File: config.mk
export PLATFORM = sky130hd
export DESIGN_NAME = uart_transmitter_flat
export DESIGN_NICKNAME = d
export VERILOG_FILES = /design/src/rtl/uart_transmitter_if.sv /design/src/rtl/uart_transmitter.sv /design/src/flat_wrapper.sv
export SDC_FILE = /design/constraint.sdc
export NUM_CORES = 1
export LEC_CHECK = 0
export CAP_MARGIN = 20
export CORE_MARGIN = 2
export CORE_UTILIZATION = 53
export DETAILED_ROUTE_END_ITERATION = 12
export PLACE_DENSITY = 0.83
export SLEW_MARGIN = 20
export SYNTH_ARGS = -nofsm -noshare
export SYNTH_HDL_FRONTEND = slang
export SYNTH_SLANG_ARGS = --single-unit
export TNS_END_PERCENT = 5
File: constraint.sdc
create_clock -name Clock -period 1.75 [get_ports Clock]
set_input_delay 0.525 -clock Clock [delete_from_list [all_inputs] [get_ports Clock]]
set_output_delay 0.525 -clock Clock [all_outputs]
set_load 0.05 [all_outputs]
File: src/rtl/uart_transmitter_if.sv
// uart_transmitter_if: byte handshake and serial line of uart_transmitter
interface uart_transmitter_if;
   logic [7:0] DataIn;
   logic       DataInValid;
   logic       DataInReady;
   logic       SOut;
   modport master (output DataIn, DataInValid, input DataInReady, SOut);
   modport slave (input DataIn, DataInValid, output DataInReady, SOut);
endinterface

File: src/rtl/uart_transmitter.sv
// uart_transmitter: start + 8 data (LSB first) + stop serializer, N = CLOCK_FREQ/BAUD_RATE cycles per bit.
// Define UART_TX_PARITY_EN to insert an even-parity bit between data and stop.
module uart_transmitter #(
   parameter int CLOCK_FREQ = 33_000_000,
   parameter int BAUD_RATE  = 115_200
) (
   input logic Clock,
   input logic Reset,
   uart_transmitter_if.slave tx
);
   localparam int N = CLOCK_FREQ / BAUD_RATE;
   localparam int CW = $clog2(N);
   localparam logic [CW-1:0] LAST = CW'(N - 1);
`ifdef UART_TX_PARITY_EN
   typedef enum logic [2:0] {IDLE, START, DATA, PARITY, STOP} state_t;
   localparam state_t AFTER_DATA = PARITY;
   logic par;
`else
   typedef enum logic [2:0] {IDLE, START, DATA, STOP} state_t;
   localparam state_t AFTER_DATA = STOP;
`endif
   state_t state, state_nxt;
   logic [CW-1:0] cnt;
   logic [2:0] bit_idx;
   logic [7:0] sh, sh_nxt;
   logic accept, tick, sout_nxt;
   assign accept = tx.DataInValid && state == IDLE;
   assign tick = cnt == LAST;
   always_ff @(posedge Clock) begin
      if (Reset) begin
         state   <= IDLE;
         cnt     <= '0;
         bit_idx <= '0;
         sh      <= '0;
         tx.SOut <= 1'b1;
      end else begin
         state   <= state_nxt;
         cnt     <= (state == IDLE || tick) ? '0 : cnt + 1'b1;
         bit_idx <= (state == DATA && tick) ? bit_idx + 1'b1 : bit_idx;
         sh      <= sh_nxt;
         tx.SOut <= sout_nxt;
      end
   end
`ifdef UART_TX_PARITY_EN
   // parity is taken at accept because the shift register is consumed during DATA
   always_ff @(posedge Clock) begin
      if (Reset) par <= 1'b0;
      else if (accept) par <= ^tx.DataIn;
   end
`endif
   always_comb begin
      state_nxt = state;
      case (state)
         IDLE:   state_nxt = accept ? START : IDLE;
         START:  state_nxt = tick ? DATA : START;
         DATA:   state_nxt = (tick && bit_idx == 3'd7) ? AFTER_DATA : DATA;
`ifdef UART_TX_PARITY_EN
         PARITY: state_nxt = tick ? STOP : PARITY;
`endif
         STOP:   state_nxt = tick ? IDLE : STOP;
         default: state_nxt = IDLE;
      endcase
   end
   // SOut is registered from the next state so the line changes on the same edge as the FSM
   always_comb begin
      tx.DataInReady = state == IDLE;
      sh_nxt = accept ? tx.DataIn : (state == DATA && tick) ? sh >> 1 : sh;
      sout_nxt = 1'b1;
      if (state_nxt == START) sout_nxt = 1'b0;
      else if (state_nxt == DATA) sout_nxt = sh_nxt[0];
`ifdef UART_TX_PARITY_EN
      else if (state_nxt == PARITY) sout_nxt = par;
`endif
   end
endmodule

File: src/flat_wrapper.sv
// flat-port wrapper written by rule: the top's interface ports become plain ports
module uart_transmitter_flat 
#(
   parameter int CLOCK_FREQ = 33_000_000,
   parameter int BAUD_RATE  = 115_200
)
  (Clock, Reset, tx_DataIn, tx_DataInValid, tx_DataInReady, tx_SOut);
  uart_transmitter_if tx_i ();
  input logic Clock;
  input logic Reset;
  input wire logic [$bits(tx_i.DataIn)-1:0] tx_DataIn;
  input wire logic [$bits(tx_i.DataInValid)-1:0] tx_DataInValid;
  output wire logic [$bits(tx_i.DataInReady)-1:0] tx_DataInReady;
  output wire logic [$bits(tx_i.SOut)-1:0] tx_SOut;
  assign tx_i.DataIn = tx_DataIn;
  assign tx_i.DataInValid = tx_DataInValid;
  assign tx_DataInReady = tx_i.DataInReady;
  assign tx_SOut = tx_i.SOut;
  uart_transmitter #(.CLOCK_FREQ(CLOCK_FREQ), .BAUD_RATE(BAUD_RATE)) u_core (.Clock(Clock), .Reset(Reset), .tx(tx_i));
endmodule
After elaboration in Yosys (flattened, before gate mapping)
Index checks and enable logic that the tools add are counted.
{ "word_totals": {"regBits": 24, "elab_cells": 31} }
{ "op_classes": {"add_sub_neg": 2, "eq_ne": 7, "n_mux": 9, "reduce_logical": 7} }
{ "op_table": {"columns": ["op", "n"], "rows": [
  ["2-to-1 mux 8 bit", 2],
  ["one-hot mux 3 bit (4 select lines)", 1],
  ["adder 9 x 1 -> 9 bit (second input constant)", 1],
  ["equality test 3 x 2 -> 1 bit (second input constant)", 3],
  ["equality test 9 bit (second input constant)", 1],
  ["equality test 3 x 1 -> 1 bit (second input constant)", 2],
  ["2-to-1 mux 1 bit", 4],
  ["2-to-1 mux 2 bit", 2],
  ["adder 3 x 1 -> 3 bit (second input constant)", 1],
  ["equality test 3 bit (second input constant)", 1],
  ["logical AND 1 bit", 3],
  ["logical NOT 3 bit", 1],
  ["nonzero test 2 bit", 1],
  ["OR reduction 2 bit", 1],
  ["logical OR 1 bit", 1]
]} }

Longest topological paths before layout
Gate-level depths: netlist (run 1).
{ "logic_depth": {"ltp_word": 7, "ltp_mapped": 7, "ltp_nobuf": 6} }

Worst setup path before layout (run 1)
OpenSTA, ideal clock, no wires.
{ "synth_path": {"kind": "reg-to-reg", "from": "reg u_core.state[1]", "to": "reg u_core.cnt[2]", "setup_time_ps": 116, "arrival_ps": 1566, "required_time_ps": 1634, "path_slack_ps": 68, "stages_incl_launch_ff": 6, "n_path_buf": 2, "period_less_slack_ps": 1682, "path_cell_list": "dfxtp_1 -> buf_6 -> nor2_1 -> or3_1 -> buf_2 -> nor2_1"} }
{ "synth_between": {"elab_chain_len": 3} }
{ "synth_lines": {"columns": ["element", "line_no", "source"], "rows": [
  ["start, declared", "uart_transmitter.sv:22", "state_t state, state_nxt;"],
  ["start signal, assigned", "uart_transmitter.sv:37", "state <= state_nxt;"],
  ["logical NOT 3 bit", null, null],
  ["named net tx_DataInReady", "flat_wrapper.sv:13", "output wire logic [$bits(tx_i.DataInReady)-1:0] tx_DataInReady;"],
  ["logical OR 1 bit", "uart_transmitter.sv:38", "cnt <= (state == IDLE || tick) ? '0 : cnt + 1'b1;"],
  ["OR reduction 2 bit (no source line)", null, null],
  ["end signal, assigned", "uart_transmitter.sv:38", null],
  ["end, declared", "uart_transmitter.sv:23", "logic [CW-1:0] cnt;"]
]} }
The timed path passes the listed nets, and every way through them passes these cells.
A chain may end at the register's enable or synchronous reset.

Final worst setup path (run 1)
{ "layout_path": {"from": "reg u_core.state[0]", "to": "out tx_DataInReady"} }
{ "layout_between": {"elab_chain_len": 1} }
{ "layout_lines": {"columns": ["element", "line_no", "source"], "rows": [
  ["logical NOT 3 bit", "uart_transmitter.sv:66", "tx.DataInReady = state == IDLE;"],
  ["end, declared", "flat_wrapper.sv:13", null]
]} }
No other way between the ends.

==> impl_metrics.env, run 1 <==
export IMPL_grt_max_degree=14
export IMPL_drcViolationCount=0
export IMPL_track_usage=0.1922
export IMPL_placedCellCount=152
export IMPL_yosysWarnings=0
export IMPL_max_stage_delay_ns=0.41
export IMPL_gp_congestion=0.8351
export IMPL_fin_crit_sh=0.9459
export IMPL_cts_buffers=3
export IMPL_synth_top_area_frac=0.4264
export IMPL_grt_pass1_wl_um=3574
export IMPL_core_area_um2=1942
export IMPL_syn_avg_cell_area_um2=9.389
export IMPL_synth_async_reset_ratio=0
export IMPL_fin_nets=145
export IMPL_path_buf_inv=1
export IMPL_h_tree_depth=1
export IMPL_io_buffer_count=12
export IMPL_vias=842
export IMPL_grt_pass1_vias=823
export IMPL_gr_total_overflow=0
export IMPL_dp_hpwl_um=1456
export IMPL_ios=13
export IMPL_clockBufferDepth=2
export IMPL_start_util=0.5561
export IMPL_wl_per_cell_um=12.80
export IMPL_crit_required_ns=1.22
export IMPL_ff_latch_area_um2=461.7
export IMPL_mappedNetlistNets=130
export IMPL_fin_crit_ns=1.655
export IMPL_slowest_stage="dfxtp_1"
export IMPL_worstSetupPathType="flop to output port"
export IMPL_fin_worst_skew_ns=0.003113
export IMPL_finalSetupViolations=0
export IMPL_clk_insertion_delay_late_ns=0.31
export IMPL_holdCritPathClass="flop to flop"
export IMPL_num_fill_cells=155
export IMPL_relSlewSlack=0.8047
export IMPL_route_antenna_remaining_nets=0
export IMPL_p_leak_nw=0.5541
export IMPL_rsz0062_at_grt="no"
export IMPL_clock_fmax_mhz=604.1
export IMPL_worstPathMaxFanout=8
export IMPL_route_final_wire_length_um=1997
export IMPL_cp_start_kind="flop"
export IMPL_ys_types=30
export IMPL_root_buffer="clkbuf_4"
export IMPL_cp_top_family="flip-flops"
export IMPL_drive_above_1_share=0.1395
export IMPL_worstPathArrival_ns=1.13
export IMPL_syn_inst=115
export IMPL_antenna_found_initial=0
export IMPL_max_cap_viol_count=0
export IMPL_drt_first_pass_iters=4
export IMPL_ys_flop_type="dfxtp_1"
export IMPL_power_density_nw_per_um2=708.0
export IMPL_synthTopCellsByCount="23 x dfxtp_1, 22 x nor2_1, 9 x mux2i_1"
export IMPL_clkTransAtPathRegs_ns=0.12
export IMPL_end_kind="output port"
export IMPL_drv_slew=0
export IMPL_ir_worst_vdd_uv=496.3
export IMPL_cts_sinks=23
export IMPL_fin_cells=156
export IMPL_first_iter_violations=16
export IMPL_dieArea_um2=2414
export IMPL_hold_buffers=0
export IMPL_die_y_um=49.14
export IMPL_hold_viol_final=0
export IMPL_synth_most_common_cell="dfxtp_1"
export IMPL_yosysTopAreaCell="dfxtp_1"
export IMPL_syn2layout_area_growth_pct=19.47
export IMPL_yosysSeqAreaShare=0.4264
export IMPL_die_w_um=49.14
export IMPL_num_rows=16
export IMPL_antenna_cells=0
export IMPL_multi_input_comb_area_um2=596.8
export IMPL_syn_area_um2=1080
export IMPL_vias_per_cell=5.397
export IMPL_synth_edff_count=0
export IMPL_outcome="complete, no violations"
export IMPL_synthTopCellsByArea="dfxtp_1 43%, mux2i_1 8.3%, nor2_1 7.6%, xor2_1 6.5%, ha_1 4.6%"
export IMPL_cts_tree="done"
export IMPL_synth_seq_cells=23
export IMPL_holdWs_ns=0.4731
export IMPL_worst_pin_slew_ns=0.2925
export IMPL_crit_chain="nor2_2 -> buf_12"
## cells in the final DEF, fill, tap and decap left out, drive strengths merged, types with 2 or more instances in the layout
cell | Yosys | routed
dfxtp | 23 | 23
nor2 | 22 | 22
mux2i | 9 | 9
clkdlybuf4s50 | 0 | 9
xor2 | 8 | 8
buf | 4 | 7
nand2 | 6 | 6
a211oi | 6 | 6
nand4 | 5 | 5
nand3 | 4 | 4
ha | 4 | 4
clkbuf | 3 | 4
nor2b | 3 | 3
and2 | 2 | 2
nor3b | 2 | 2
## through the flow
| stage | utilization | power [mW] | setup TNS [ns] | worst slack, ns | cell area, µm² |
|---|---|---|---|---|---|
| final | 0.6643 | 0.9134 | 0 | 0.09462 | 1290 |
| after global routing | 0.6643 | 0.9624 | 0 | 0.01640 | 1290 |
| after CTS | 0.6527 | 0.9229 | 0 | 0.006710 | 1267 |
| after detailed placement | 0.6379 | 0.6838 | -1.357 | -0.3263 | 1239 |
| after global placement | 0.6379 | 0.6771 | -0.8102 | -0.2680 | 1239 |
| after floorplan | - | 0.6287 | 0 | 0.06795 | 1080 |
## sequential cells by signal, summed over array words and instances, names as in the netlist
register and count:
u_core.tx.SOut 1, u_core.bit_idx 3, u_core.sh 8, u_core.cnt 9, u_core.state 2
## what timing repair did
action | 4_1_cts | 5_1_grt
buffers inserted | 0 | 0
endpoints found under the setup margin | 1 | 8
gates resized for setup | 1 | 6
gates cloned | 0 | 0
pin swaps | 0 | 0
## layer usage
layer	track usage	vias to the layer above	part of all wire
li1	-	435	-
met1	0.2456	393	0.48
met2	0.3108	10	0.48
met3	0.03988	4	0.024
met4	0.08571	0	0.014
met5	0	-	0
## logic make-up after synthesis
family | synth area share
mux | 0.08343
buf+inv | 0.04055
simple gates | 0.2294
xor+xnor | 0.07301
flops | 0.4264
compound gates | 0.1008
fa+ha+maj | 0.04635
## cell type report
type                    count  area share
well taps                  27     0.02619
inverters                   1    0.002910
repair buffers             17      0.1300
multi-input cells          84      0.4627
flip-flops and latches     23      0.3579
clock buffers               4     0.02037
## worst register-to-register path, delay by kind of cell (launching register included)
kind             cells  cell delay (ns)
AND/OR/NAND/NOR      4             1.07
flip-flops           1             0.48
## power by group
part	switching (mW)	leakage, nW	internal (mW)
Sequential	0.0152	0.188	0.544
Clock	0.147	0.0150	0.0890
Combinational	0.0558	0.351	0.0623
Total	0.218	0.554	0.695
## path summary, 6_finish.rpt
path,startpoint,end,slack [ns],cells past startpoint
hold / removal,u_core.cnt[0],u_core.cnt[0],0.47,1
setup / recovery,u_core.state[0],tx_DataInReady,0.09,2
setup reg to reg,u_core.cnt[5],u_core.cnt[2],0.14,4
hold reg to reg,u_core.cnt[0],u_core.cnt[0],0.47,1
Power figures use the tool's default switching activity.
==> run 2, diff against run 1 <==
- clock period: 1.75 -> 1.7 ns (I/O delays scaled with it)
==> impl_metrics.env, run 2 (same netlist as run 1, synthesis figures left out) <==
export IMPL_worst_pin_slew_ns=0.3359
export IMPL_regMostFlops="u_core.cnt"
export IMPL_num_rows=16
export IMPL_fin_worst_skew_ns=0.005741
export IMPL_timing_hold_worst_path_depth=1
export IMPL_use_met2=0.3423
export IMPL_num_fill_cells=170
export IMPL_worstPathMaxFanout=8
export IMPL_first_iter_violations=8
export IMPL_final_util=0.6836
export IMPL_outcome="complete, no violations"
export IMPL_r2r_end="u_core.cnt[2]"
export IMPL_vias_per_cell=5.532
export IMPL_route_final_wire_length_um=2159
export IMPL_clkTransAtPathRegs_ns=0.12
export IMPL_fin_crit_ns=1.618
export IMPL_drive_above_1_share=0.1603
export IMPL_crit_required_ns=1.19
export IMPL_antenna_found_initial=0
export IMPL_drt_first_pass_iters=4
export IMPL_grt_max_degree=14
export IMPL_root_buffer="clkbuf_4"
export IMPL_start_util=0.5561
export IMPL_dieArea_um2=2414
export IMPL_slowest_stage="dfxtp_1"
export IMPL_die_y_um=49.14
export IMPL_finalSetupViolations=0
export IMPL_core_area_um2=1942
export IMPL_vias=874
export IMPL_io_buffer_count=12
export IMPL_max_cap_viol_count=0
export IMPL_grt_pass1_vias=860
export IMPL_cp_top_family="flip-flops"
export IMPL_tns_ns=0
export IMPL_ff_latch_area_um2=462.9
export IMPL_p_leak_nw=0.5721
export IMPL_worst_slack_ns=0.08163
export IMPL_wl_per_cell_um=13.66
export IMPL_path_buf_inv=1
export IMPL_post_place_ws_ns=-0.3443
export IMPL_multi_input_comb_area_um2=601.8
export IMPL_relSlewSlack=0.7757
export IMPL_crit_chain="nor2_4 -> buf_12"
export IMPL_end_kind="output port"
export IMPL_clockBufferDepth=2
export IMPL_final_area_um2=1328
export IMPL_clk_insertion_delay_late_ns=0.32
export IMPL_holdCritPathClass="flop to flop"
export IMPL_grtUsageMet3=0.02147
export IMPL_cp_start_kind="flop"
export IMPL_crit_reg2reg_launch="u_core.cnt[5]"
export IMPL_hold_viol_final=0
export IMPL_power_density_nw_per_um2=724.4
export IMPL_cts_tree="done"
export IMPL_gp_congestion=0.8576
export IMPL_reg2reg_slack_ns=0.09
export IMPL_syn2layout_area_growth_pct=22.94
export IMPL_dpl_cell_area_um2=1266
export IMPL_drcViolationCount=0
export IMPL_max_stage_delay_ns=0.54
export IMPL_antenna_cells=0
export IMPL_cts_sinks=23
export IMPL_top_usage_layer="met2"
export IMPL_gr_total_overflow=0
export IMPL_dp_hpwl_um=1583
export IMPL_worstPathArrival_ns=1.11
export IMPL_fin_nets=147
export IMPL_cts_buffers=3
export IMPL_grt_pass1_wl_um=3691
export IMPL_reg_largest_list="u_core.cnt: 9 flops, u_core.sh: 8 flops, u_core.bit_idx: 3 flops"
export IMPL_track_usage=0.1997
export IMPL_layout_common_cells="21 x nor2_1, 21 x dfxtp_1, 9 x mux2i_1, 9 x clkdlybuf4s50_1, 8 x xor2_1"
export IMPL_grt_use_met1=0.2471
export IMPL_drv_slew=0
export IMPL_route_antenna_remaining_nets=0
export IMPL_worstSetupPathType="flop to output port"
export IMPL_die_w_um=49.14
export IMPL_ios=13
export IMPL_holdPathEnd="u_core.cnt[0]"
export IMPL_h_tree_depth=1
export IMPL_ir_worst_vdd_uv=744.2
export IMPL_fin_crit_sh=0.9520
export IMPL_hold_start="u_core.cnt[0]"
export IMPL_r2r_cells=4
export IMPL_largest_reg_flops=9
export IMPL_holdWs_ns=0.4390
export IMPL_rsz0062_at_grt="no"
export IMPL_clock_fmax_mhz=617.9
run 2: cell count changes in the layout (fill, tap and decap cells not counted), sizes merged:
cell / before / now
buf: 7 / 9
run 2: worst max-delay path by stage:
stage	start	end	slack (ns)	depth (start not counted)
floorplan	u_core.state[1]	u_core.cnt[2]	0.02	5
global placement	tx_DataInValid	u_core.tx.SOut	-0.30	5
detailed placement	tx_DataInValid	u_core.tx.SOut	-0.34	5
CTS	tx_DataInValid	u_core.tx.SOut	-0.01	5
global route	u_core.cnt[5]	u_core.cnt[5]	0.004	4
finish	u_core.state[0]	tx_DataInReady	0.08	2
run 2: layout make-up:
cell class / instances / area share
flip-flops and latches: 23 / 0.3487
inverters: 1 / 0.002828
multi-input cells: 84 / 0.4533
well taps: 27 / 0.02545
clock buffers: 4 / 0.01979
repair buffers: 19 / 0.1499
run 2: report_power, final:
group	total [mW]	switching [mW]	internal, mW
clock network	0.255	0.163	0.0919
registers	0.578	0.0176	0.560
logic	0.129	0.0586	0.0706
run 2: per-stage QoR:
| step | total power, mW | instances |
|---|---|---|
| 6_report | 0.9616 | 158 |
| 5_1_grt | 1.000 | 158 |
| 4_1_cts | 0.9615 | 158 |
| 3_5_place_dp | 0.7111 | 154 |
| 3_3_place_gp | 0.7041 | 154 |
| 2_1_floorplan | 0.6472 | 115 |
run 2: metal layers:
| metal | share of wire | routed length, µm |
|---|---|---|
| met5 | 0 | 0 |
| met4 | 0.028 | 61 |
| met3 | 0.025 | 53 |
| met2 | 0.51 | 1111 |
| met1 | 0.43 | 932 |
run 2: repair_timing:
item | in CTS | in global routing
endpoints found under the setup margin | 4 | 6
resized for setup | 3 | 7
pin swaps | 0 | 0
hold buffers | 0 | 0
buffers inserted | 0 | 0
==> run 3, diff against run 2 <==
- CTS_CLUSTER_DIAMETER: default -> 120
- SKIP_CTS_REPAIR_TIMING: default -> 1
==> impl_metrics.env, run 3 (same netlist as run 1, synthesis figures left out) <==
export IMPL_slowest_stage="clkdlybuf4s50_1"
export IMPL_drive_above_1_share=0.1527
export IMPL_antenna_cells=0
export IMPL_cp_top_family="buffers and inverters"
export IMPL_vias=869
export IMPL_vias_per_cell=5.500
export IMPL_fin_crit_sh=1.008
export IMPL_track_usage=0.1939
export IMPL_wl_met1_um=916
export IMPL_syn2layout_area_growth_pct=21.67
export IMPL_p_leak_nw=0.5593
export IMPL_ir_worst_vdd_uv=733.7
export IMPL_fin_worst_skew_ns=0.002194
export IMPL_crit_reg2reg_launch="u_core.cnt[5]"
export IMPL_route_final_wire_length_um=2083
export IMPL_h_tree_depth=1
export IMPL_worst_pin_slew_ns=0.2913
export IMPL_fin_crit_ns=1.714
export IMPL_layout_common_cells="21 x nor2_1, 21 x dfxtp_1, 10 x clkdlybuf4s50_1"
export IMPL_path_buf_inv=1
export IMPL_tns_ns=-0.01419
export IMPL_drcViolationCount=0
export IMPL_grt_pass1_vias=857
export IMPL_first_iter_violations=6
export IMPL_outcome="finished with violations"
export IMPL_violations="negative setup slack"
export IMPL_root_buffer="clkbuf_4"
export IMPL_fin_nets=147
export IMPL_die_y_um=49.14
export IMPL_worstPathArrival_ns=1.93
export IMPL_dpl_cell_area_um2=1266
export IMPL_worstSetupPathType="primary input to flop"
export IMPL_top_layer="met4"
export IMPL_cts_sinks=23
export IMPL_die_w_um=49.14
export IMPL_hold_viol_final=0
export IMPL_route_antenna_remaining_nets=0
export IMPL_finalSetupViolations=1
export IMPL_met2_length_um=1036
export IMPL_clockBufferDepth=2
export IMPL_clkTransAtPathRegs_ns=0.12
export IMPL_dieArea_um2=2414
export IMPL_met3_length_um=52
export IMPL_wl_per_cell_um=13.18
export IMPL_cp_start_kind="primary input"
export IMPL_start_util=0.5561
export IMPL_crit_chain="clkdlybuf4s50_1 -> or3b_1 -> nand2_1 -> mux2i_1 -> o41a_1"
export IMPL_hold_start="u_core.cnt[0]"
export IMPL_num_fill_cells=169
export IMPL_gp_congestion=0.8576
export IMPL_crit_required_ns=1.91
export IMPL_io_buffer_count=12
export IMPL_core_area_um2=1942
export IMPL_holdCritPathClass="flop to flop"
export IMPL_worstPathMaxFanout=2
export IMPL_reg2reg_slack_ns=0.10
export IMPL_cts_buffers=3
export IMPL_startpoint="tx_DataInValid"
export IMPL_power_density_nw_per_um2=726.3
export IMPL_antenna_found_initial=0
export IMPL_regMostFlops="u_core.cnt"
export IMPL_dp_hpwl_um=1583
export IMPL_rsz0062_at_grt="yes"
export IMPL_gr_total_overflow=0
export IMPL_largest_reg_flops=9
export IMPL_cts_tree="done"
export IMPL_end_kind="flop"
export IMPL_max_stage_delay_ns=0.48
export IMPL_ios=13
export IMPL_grt_max_degree=14
export IMPL_max_cap_viol_count=0
export IMPL_drv_slew=0
export IMPL_reg_largest_list="u_core.cnt: 9 flops, u_core.sh: 8 flops, u_core.bit_idx: 3 flops"
export IMPL_grt_pass1_wl_um=3608
export IMPL_final_area_um2=1314
export IMPL_relSlewSlack=0.8058
export IMPL_clk_insertion_delay_late_ns=0.31
export IMPL_num_rows=16
export IMPL_clock_fmax_mhz=583.4
export IMPL_worst_slack_ns=-0.01419
export IMPL_drt_first_pass_iters=4
==> run 3: cell types whose count changed in the layout (fill, tap and decap cells not counted) <==
cell,before,now
dlymetal6s2s_1,1,0
buf_4,6,7
or3b_1,0,1
nor2_4,1,0
buf_6,1,0
clkdlybuf4s50_1,9,10
or3b_4,1,0
nor2_2,0,1
==> run 3: metal layers <==
layer / track usage / up-vias
met3: 0.02147 / 9
met1: 0.2431 / 408
li1: - / 437
met4: 0.1000 / 0
met2: 0.3266 / 15
met5: 0 / -
==> run 3: worst reg2reg max path, stage by stage, from the launching register on <==
cell	delay (ns)
dfxtp_1	0.49
and4bb_2	0.26
and4_4	0.19
or3_1	0.45
nor2_1	0.15
==> run 3: final cells by class <==
cell class / count / area [µm²] / area share
clock buffer: 4 / 26.28 / 0.02000
inverter: 1 / 3.754 / 0.002857
timing repair buffer: 19 / 192.7 / 0.1467
tap: 27 / 33.78 / 0.02571
multi-input combinational: 84 / 594.3 / 0.4524
sequential: 23 / 462.9 / 0.3524
==> run 3: stage by stage <==
stage | std cells | hold slack (ns) | utilization | total power, mW | worst slack [ns]
finish | 158 | 0.4390 | 0.6765 | 0.9542 | -0.01419
global route | 158 | 0.4551 | 0.6765 | 0.9970 | -0.05206
CTS | 158 | 0.4771 | 0.6656 | 0.9595 | -0.1032
detailed placement | 154 | 0.4490 | 0.6521 | 0.7111 | -0.3443
global placement | 154 | 0.4378 | 0.6521 | 0.7041 | -0.3040
floorplan | 115 | 0.4292 | - | 0.6472 | 0.01795
==> run 3: final timing paths <==
kind                    endpoint  cells after the start
setup reg to reg   u_core.cnt[5]                      4
hold reg to reg    u_core.cnt[0]                      1
hold / removal     u_core.cnt[0]                      1
setup / recovery  u_core.tx.SOut                      5
==> run 3: where the power goes <==
group,internal [mW],switching (mW)
logic,0.0690,0.0574
registers,0.560,0.0165
clock network,0.0918,0.159
